===== src/rtl/counter_table_sched.sv =====
`default_nettype none
// counter_table_sched: read-port arbiter (lookup over attenuation sweep) plus in-order update FIFO
// drain for the 128-entry 2-bit branch counter table.  Rev 1.0
module counter_table_sched #(
  parameter int UPQ_DEPTH    = 4,
  parameter int DECAY_PERIOD = 4096,
  parameter int RD_LAT       = 1
) (
  input  logic       Clk,
  input  logic       Rest,
  input  logic       LkValid,
  input  logic [6:0] LkAddr,
  output logic       LkReady,
  output logic       RspValid,
  output logic [1:0] RspData,
  input  logic       UpValid,
  input  logic [6:0] UpAddr,
  input  logic       UpTaken,
  output logic       UpReady,
  input  logic       DecayReq,
  output logic       DecayBusy,
  output logic [6:0] TbRaddr,
  output logic       TbRable,
  output logic       TbAtten,
  output logic [6:0] TbWaddr,
  output logic       TbWable,
  output logic       TbWdate,
  input  logic [1:0] TbRdate
);

  localparam int TMR_W = $clog2(DECAY_PERIOD);
  localparam int QA_W  = $clog2(UPQ_DEPTH);
  localparam int CNT_W = QA_W + 1;
  localparam logic [TMR_W-1:0] TMR_LAST = TMR_W'(DECAY_PERIOD - 1);
  localparam logic [CNT_W-1:0] CNT_FULL = CNT_W'(UPQ_DEPTH);

  typedef enum logic [0:0] {S_IDLE = 1'b0, S_SWEEP = 1'b1} state_t;

  state_t           state, state_nxt;
  logic [6:0]       ptr, ptr_nxt;
  logic [TMR_W-1:0] timer, timer_nxt;
  logic             lk_acc, sweep_rd;

  logic [6:0]       q_addr [UPQ_DEPTH];
  logic             q_dir  [UPQ_DEPTH];
  logic [QA_W-1:0]  wr_idx, rd_idx;
  logic [CNT_W-1:0] count;
  logic [6:0]       head_addr;
  logic             push, pop, stall;
  logic [RD_LAT-1:0] rsp_pipe;

  assign lk_acc  = LkValid;
  assign LkReady = 1'b1;

  always_comb begin
    state_nxt = state;
    ptr_nxt   = ptr;
    timer_nxt = timer;
    sweep_rd  = 1'b0;
    case (state)
      S_IDLE: begin
        if (DecayReq || (timer == TMR_LAST)) begin
          state_nxt = S_SWEEP;
          ptr_nxt   = 7'd0;
          timer_nxt = '0;
        end else begin
          timer_nxt = timer + TMR_W'(1);
        end
      end
      S_SWEEP: begin
        timer_nxt = '0;
        // A lookup owns the read port; the sweep simply waits a cycle.
        if (!lk_acc) begin
          sweep_rd = 1'b1;
          ptr_nxt  = ptr + 7'd1;
          if (ptr == 7'd127) state_nxt = S_IDLE;
        end
      end
      default: state_nxt = S_IDLE;
    endcase
  end

  always_ff @(posedge Clk or posedge Rest) begin
    if (Rest) begin
      state <= S_IDLE;
      ptr   <= 7'd0;
      timer <= '0;
    end else begin
      state <= state_nxt;
      ptr   <= ptr_nxt;
      timer <= timer_nxt;
    end
  end

  assign TbRable   = lk_acc | sweep_rd;
  assign TbRaddr   = lk_acc ? LkAddr : (sweep_rd ? ptr : 7'd0);
  assign TbAtten   = sweep_rd;
  assign DecayBusy = (state == S_SWEEP);

  assign head_addr = q_addr[rd_idx];
  assign UpReady   = (count != CNT_FULL);
  assign push      = UpValid && UpReady;
  // Never write the entry the sweep is attenuating in the same cycle.
  assign stall     = sweep_rd && (ptr == head_addr);
  assign pop       = (count != '0) && !stall;

  assign TbWable = pop;
  assign TbWaddr = pop ? head_addr : 7'd0;
  assign TbWdate = pop && q_dir[rd_idx];

  always_ff @(posedge Clk or posedge Rest) begin
    if (Rest) begin
      wr_idx <= '0;
      rd_idx <= '0;
      count  <= '0;
    end else begin
      if (push) wr_idx <= wr_idx + QA_W'(1);
      if (pop)  rd_idx <= rd_idx + QA_W'(1);
      case ({push, pop})
        2'b10:   count <= count + CNT_W'(1);
        2'b01:   count <= count - CNT_W'(1);
        default: count <= count;
      endcase
    end
  end

  always_ff @(posedge Clk) begin
    if (push) begin
      q_addr[wr_idx] <= UpAddr;
      q_dir[wr_idx]  <= UpTaken;
    end
  end

  generate
    if (RD_LAT == 1) begin : g_lat1
      always_ff @(posedge Clk or posedge Rest) begin
        if (Rest) rsp_pipe <= '0;
        else      rsp_pipe <= lk_acc;
      end
    end else begin : g_latn
      always_ff @(posedge Clk or posedge Rest) begin
        if (Rest) rsp_pipe <= '0;
        else      rsp_pipe <= {rsp_pipe[RD_LAT-2:0], lk_acc};
      end
    end
  endgenerate

  assign RspValid = rsp_pipe[RD_LAT-1];
  assign RspData  = RspValid ? TbRdate : 2'b00;

  a_no_push_when_full: assert property (@(posedge Clk) disable iff (Rest) !(UpValid && !UpReady));

endmodule
`default_nettype wire


===== config.mk =====
export PLATFORM = sky130hd
export DESIGN_NAME = counter_table_sched
export DESIGN_NICKNAME = d
export VERILOG_FILES = /design/src/rtl/counter_table_sched.sv
export SDC_FILE = /design/constraint.sdc
export NUM_CORES = 1
export LEC_CHECK = 0
export BUFFER_PORTS_ARGS = -buffer_cell sky130_fd_sc_hd__clkbuf_2
export CORE_MARGIN = 3
export CORE_UTILIZATION = 45
export CTS_CLUSTER_DIAMETER = 120
export DETAILED_ROUTE_END_ITERATION = 6
export PLACE_DENSITY = 0.78
export SETUP_SLACK_MARGIN = 0.4
export SLEW_MARGIN = 0
export SYNTH_ARGS = -nofsm -noshare
export SYNTH_HDL_FRONTEND = slang
export SYNTH_SLANG_ARGS = --single-unit

===== constraint.sdc =====
create_clock -name Clk -period 3.3 [get_ports Clk]
set_clock_uncertainty 0.05 [all_clocks]
set_input_delay 0.33 -clock Clk [delete_from_list [all_inputs] [get_ports Clk]]
set_output_delay 0.33 -clock Clk [all_outputs]
set_load 0.02 [all_outputs]

Word-level counts from Yosys, hierarchy flattened:

Memories as Yosys holds them, arrays and structs flattened.
Index checks and enable logic that the tools add are counted.

* add/subtract/negate cells: 6
* eq/ne operators: 8
* multiplexer cells: 18
* bitwise operators: 2
* reduce and logical (&&, ||, !) cells: 9

Operators with widths (count)
* $mux W7: 5
* $pmux W12 S2: 1
* $pmux W7 S2: 1
* $add A12 B1 Y12 const B: 1
* $eq A12 B12 Y1 const B: 1
* $mux W12: 1
* $add A7 B1 Y7 const B: 1
* $eq A7 B7 Y1: 1
* $eq A7 B7 Y1 const B: 1
* $mux W1: 7
* $pmux W3 S2: 1
* $add A2 B1 Y2 const B: 2
* $logic_and A1 B1 Y1: 4
* $ne A2 B2 Y1 const B: 2
* $add A3 B1 Y3 const B: 1
* $ne A3 B3 Y1 const B: 1
* $reduce_bool A3 Y1: 1
* $sub A3 B1 Y3 const B: 1
* $eq A2 B1 Y1 const B: 1
* $eq A2 B2 Y1 const B: 1
* $mux W2: 1
* $pmux W1 S2: 1
* $reduce_and A2 Y1: 1
* $reduce_bool A2 Y1: 1
* other kinds (4): 4

* flip-flop bits (word level): 28
* bits in writable memories: 32
* input bits: 22
* output and inout bits: 24
* logic and storage cells: 52
* memories kept: 2

Memories
* q_addr: depth 4, width 7, rd ports 1, clocked after memory_dff 0, wr ports 1, RTL line 44 `logic [6:0] q_addr [UPQ_DEPTH];`
* q_dir: depth 4, width 1, rd ports 1, clocked after memory_dff 0, wr ports 1, RTL line 45 `logic q_dir [UPQ_DEPTH];`

Depth between registers and ports, before layout:

* depth after elaboration: 7
* mapped depth: 12
* mapped depth without buffers: 11

Least setup slack after synthesis:

OpenSTA, ideal clock, no wires.

* path type: register to register
* from: reg rd_idx[0]
* to: reg count[2]
* setup time: 0.125 ns
* data arrival time: 2.550 ns
* data required time: 3.125 ns
* path slack: 0.575 ns
* cell stages (with the launch flop): 13
* path buffers: 1
* period minus slack after synthesis: 2.725 ns
* path through: dfrtp_1 -> buf_6 -> mux4_2 -> xnor2_1 -> nand4_1 -> o21ai_4 -> inv_1 -> ha_1 -> inv_1 -> fa_1 -> xor2_1 -> nor2_1 -> xor2_1

* longest elaborated chain between the ends: 7
* elaborated cells between the ends (all ways): 9
* those cells by class: eq/ne (3); mux (1); reduce/logical (4); memory (1)

Ends and longest elaborated chain
* start: declaration: RTL line 46 `logic [QA_W-1:0] wr_idx, rd_idx;`
* start signal: assignment: RTL line 118 `if (pop) rd_idx <= rd_idx + QA_W'(1);`
* $mem_v2 Z4 W7 (*)
* $eq A7 B7 Y1 (*): RTL line 104 `assign stall = sweep_rd && (ptr == head_addr);`
* $logic_and A1 B1 Y1 (*): RTL line 104
* $logic_not A1 Y1 (*): RTL line 105 `assign pop = (count != '0) && !stall;`
* $logic_and A1 B1 Y1 (*): RTL line 105
* net TbWable: RTL line 26 `output logic TbWable,`
* $eq A2 B1 Y1 or $eq A2 B2 Y1 (tied branches): RTL line 119 `case ({push, pop})`
* $pmux W3 S2 or $reduce_bool A2 Y1 (tied branches)
* end signal: assignment: RTL line 120 `2'b10: count <= count + CNT_W'(1);`
* end signal: assignment: RTL line 121 `2'b01: count <= count - CNT_W'(1);`
* end signal: assignment: RTL line 122 `default: count <= count;`
* end: declaration: RTL line 47 `logic [CNT_W-1:0] count;`

The timed path passes the listed nets; every way through them passes the cells marked *.
A chain may end at the register's enable or synchronous reset.

Worst setup path after layout:

* from: reg rd_idx[0]
* to: out TbWaddr[6]

* longest elaborated chain between the ends: 6

Ends and longest elaborated chain
* $mem_v2 Z4 W7 (*)
* $eq A7 B7 Y1: RTL line 104
* $logic_and A1 B1 Y1: RTL line 104
* $logic_not A1 Y1: RTL line 105
* $logic_and A1 B1 Y1: RTL line 105
* $mux W7 (*): RTL line 108 `assign TbWaddr = pop ? head_addr : 7'd0;`
* end: declaration: RTL line 25 `output logic [6:0] TbWaddr,`

Every way passes the cells marked *; elsewhere a longest branch is shown, timed or not.

==> results_tabular.tex <==
\begin{tabular}{lr}
\hline
Metric & Value \\
\hline
\multicolumn{2}{l}{\textbf{Clocking}} \\
\quad Clock-pin transition on the worst setup and hold timing paths & roughly 70 ps \\
\quad TritonCTS clock tree & yes \\
\quad Clock buffers created by TritonCTS & 9 \\
\quad Hold bufs inserted after CTS & 0 \\
\quad Skew-Pair Late Insertion Delay & approximately 330 ps \\
\quad Clock tree root driver cell & sky130\_fd\_sc\_hd\_\_clkbuf\_8 \\
\quad Maximum clock path buffer count & 2 \\
\quad Number of levels in the clock H-tree & 3 \\
\quad Clk sinks & 60 \\
\multicolumn{2}{l}{\textbf{Final layout}} \\
\quad Most common cell after layout, fill and taps aside & sky130\_fd\_sc\_hd\_\_clkbuf\_2 \\
\quad Filler cell count & around 500 \\
\quad Sequential cell area & roughly 0.0017 mm\^{}2 \\
\quad Ant diodes & 0 \\
\quad Net count reported at finish & 303 \\
\quad Area growth from synthesis to layout & 19.0\% \\
\quad Multi-input logic area & 0.00104 mm\^{}2 \\
\quad Highest-count cells in the layout ignoring fill and taps & sky130\_fd\_sc\_hd\_\_clkbuf\_2, sky130\_fd\_sc\_hd\_\_edfxtp\_1, sky130\_fd\_sc\_hd\_\_dfrtp\_1 \\
\quad Share of final-layout standard cells stronger than drive strength 1 & about 28\% \\
\multicolumn{2}{l}{\textbf{Worst setup path}} \\
\quad Classification of the worst setup path & register to output port \\
\quad Crit Path Max Fanout & 9 \\
\quad Source of the critical timing path & rd\_idx[0] \\
\quad Launch point of the worst reg-to-reg path & rd\_idx[0] \\
\quad Worst path required time & a little under 3000 ps \\
\quad CP Launch Type & register \\
\quad Type of destination of the critical path & output port \\
\quad Critical path data arrival time & 2390 ps \\
\multicolumn{2}{l}{\textbf{Yosys}} \\
\quad Fraction of the yosys area taken by sequential cells & between 50\% and 60\% \\
\quad Most used flip-flop cell after synthesis & sky130\_fd\_sc\_hd\_\_edfxtp\_1 \\
\quad FFs w/ async S/R, synth & 46.7\% \\
\quad Number of instances in the synthesized netlist & around 220 \\
\quad Distinct cells, synth & 31 \\
\quad Summed instance area of the synthesized netlist & about 0.0028 mm\^{}2 \\
\quad Seq cells post-synth & 60 \\
\quad Average instance area after synthesis & between 10 and 15 um\^{}2 \\
\quad Number of warnings printed during yosys synthesis & 0 \\
\quad Cell accounting for the most synthesized area & sky130\_fd\_sc\_hd\_\_edfxtp\_1 \\
\quad Top cells by area in the synthesized netlist & sky130\_fd\_sc\_hd\_\_edfxtp\_1, sky130\_fd\_sc\_hd\_\_dfrtp\_1, sky130\_fd\_sc\_hd\_\_mux4\_2 \\
\quad Post-synth top area share & approximately 34\% \\
\quad Post-synth EDFFs & 32 \\
\quad Synthesized Nets & $\sim$250 \\
\multicolumn{2}{l}{\textbf{Timing}} \\
\quad Maximum clock frequency & $\sim$360 MHz \\
\quad Actual slew at the worst max-slew pin & 1050 ps \\
\quad Unrepaired setup endpoints after global routing & false \\
\quad Summed negative setup slack over all endpoints & 0 ps \\
\quad Relative slew slack & a little under a third \\
\quad Final Hold Viols & 0 \\
\quad \# setup viols final & 0 \\
\quad Share of the cycle needed by the critical path after routing & a little over four fifths \\
\quad Count of pins over their slew limit & 0 \\
\quad Period minus WS final & about 2800 ps \\
\multicolumn{2}{l}{\textbf{Global routing}} \\
\quad Global-route wire length before repair & around 8.7 mm \\
\quad Pin count of the biggest net entering global routing & 29 \\
\quad Total global routing track utilization & roughly 16\% \\
\quad Total congestion overflow after global routing & 0 \\
\quad Via count of the first global-routing pass & between 1500 and 2000 \\
\quad Initial antenna violation count & 0 \\
\multicolumn{2}{l}{\textbf{Floorplan}} \\
\quad Die outline area & around 0.0072 mm\^{}2 \\
\quad Initial core utilization & 46.8\% \\
\quad Num rows & 28 \\
\quad Placeable core area & a little under 0.006 mm\^{}2 \\
\quad Count of pins on the block boundary & 46 \\
\quad Width of the die & 84.7 um \\
\quad Die height & roughly 85 um \\
\multicolumn{2}{l}{\textbf{Route}} \\
\quad Detail-routed net length per standard cell & between 10 and 15 um \\
\quad Number of design rule violations left after detail routing & 0 \\
\quad Final Routed Wirelength & a little over 5 mm \\
\quad Vias/cell & roughly 5.1 \\
\quad Total number of vias & 1797 \\
\quad Number of iterations in the first detailed-routing pass & 4 \\
\quad Detailed router's first-iteration violation count & roughly 70 \\
\quad Number of nets with antenna violations after routing & 0 \\
\multicolumn{2}{l}{\textbf{Job}} \\
\quad Number of violations of the max-capacitance limit & 0 \\
\multicolumn{2}{l}{\textbf{Pwr}} \\
\quad Pwr/cell area & around 850 mW/mm\^{}2 \\
\quad VDD IR-drop max & between 0.4 and 0.5 mV \\
\quad Tot Pwr & approximately 2.8 mW \\
\quad Static leakage & between 1 and 1.5 nW \\
\multicolumn{2}{l}{\textbf{Placement}} \\
\quad Post-DP HPWL & about 3.7 mm \\
\quad IO buf count & between 40 and 50 \\
\quad Final weighted congestion in routability-driven placement & between 0.7 and 0.8 \\
\multicolumn{2}{l}{\textbf{Worst hold path}} \\
\quad Worst min-delay path class & input pin to asynchronous set/reset pin \\
\multicolumn{2}{l}{\textbf{Outcome}} \\
\quad Outcome & completed \\
\hline
\end{tabular}
state kept, by name, indices dropped and copies added, names as in the netlist:
signal     flops
rd_idx         2
q_addr        28
timer         12
wr_idx         2
q_dir          4
ptr            7
RspValid       1
DecayBusy      1
count          3
where the power goes:
group | switching, mW | total [mW] | internal [mW]
logic | 0.555 | 1.02 | 0.464
clock network | 0.284 | 0.704 | 0.421
registers | 0.140 | 1.10 | 0.964
total | 0.979 | 2.83 | 1.85
layer usage:
layer	vias to the layer above	global-route usage (%)	share of wire [%]
met2	54	24.5	47
met4	0	9.78	2.7
met1	865	19.5	43
met5	-	0	0
li1	866	-	-
met3	12	5.10	6.5
logic make-up after synthesis:
group,share of synthesized area (%)
other,0.135
adder cells (fa/ha/maj),3.86
flip-flops,59.6
AND/OR/NAND/NOR,13.6
multiplexers,7.23
AO/OA/AOI/OAI,3.91
buffers and inverters,3.23
XOR/XNOR,8.48
path summary, 6_finish.rpt:
path                              endpoint  slack [ps]  depth (start not counted)
worst min-delay path             wr_idx[1]         170                          2
max in group asynchronous        rd_idx[0]        2320                          2
worst max register to register    count[2]         580                         12
min in group Clk                  q_dir[2]         170                          1
worst min register to register    count[2]         450                          1
worst max-delay path            TbWaddr[6]         530                          8
stage by stage:
| step | setup WS, ps | util [%] | instances | area [um^2] | hold slack (ps) |
|---|---|---|---|---|---|
| 2_1_floorplan | 575 | - | 221 | 2790 | 311 |
| 3_3_place_gp | 542 | 51.8 | 335 | 3090 | 423 |
| 3_5_place_dp | 385 | 51.8 | 335 | 3090 | 439 |
| 4_1_cts | 490 | 55.7 | 353 | 3320 | 149 |
| 5_1_grt | 412 | 55.7 | 353 | 3320 | 154 |
| 6_report | 530 | 55.7 | 353 | 3320 | 167 |
cells in the mapped netlist, drive strengths merged (3+ instances only):
cell type  instances
nand2b             3
nor3               3
edfxtp            32
mux4               8
nand3              6
a22o               3
o21ai             10
nand4              5
inv               12
nor2b              7
and2               4
xnor2             18
ha                 7
nand2             18
clkbuf             7
xor2               9
dfrtp             28
and3               6
nor2              22
layout make-up:
class / instances / share of cell area [%]
clock inverter: 7 / 2.75
sequential: 60 / 50.1
timing repair buffer: 50 / 7.99
multi-input combinational: 140 / 31.2
inverter: 12 / 1.36
clock buffer: 9 / 3.73
tap: 75 / 2.83
worst max-delay path: stages (launching register included):
cell and delay, ps:
sky130_fd_sc_hd__dfrtp_2 390, sky130_fd_sc_hd__buf_4 140, sky130_fd_sc_hd__mux4_2 540, sky130_fd_sc_hd__xnor2_1 170, sky130_fd_sc_hd__nand4_1 200, sky130_fd_sc_hd__o21ai_4 200
sky130_fd_sc_hd__buf_4 190, sky130_fd_sc_hd__nor2b_1 80, sky130_fd_sc_hd__clkbuf_2 160
repair_timing:
action	4_1_cts	5_1_grt
resized for setup	1	0
endpoints found under the setup margin	9	0
setup buffers	2	0
No activity file was read; power rests on OpenSTA's default activity.
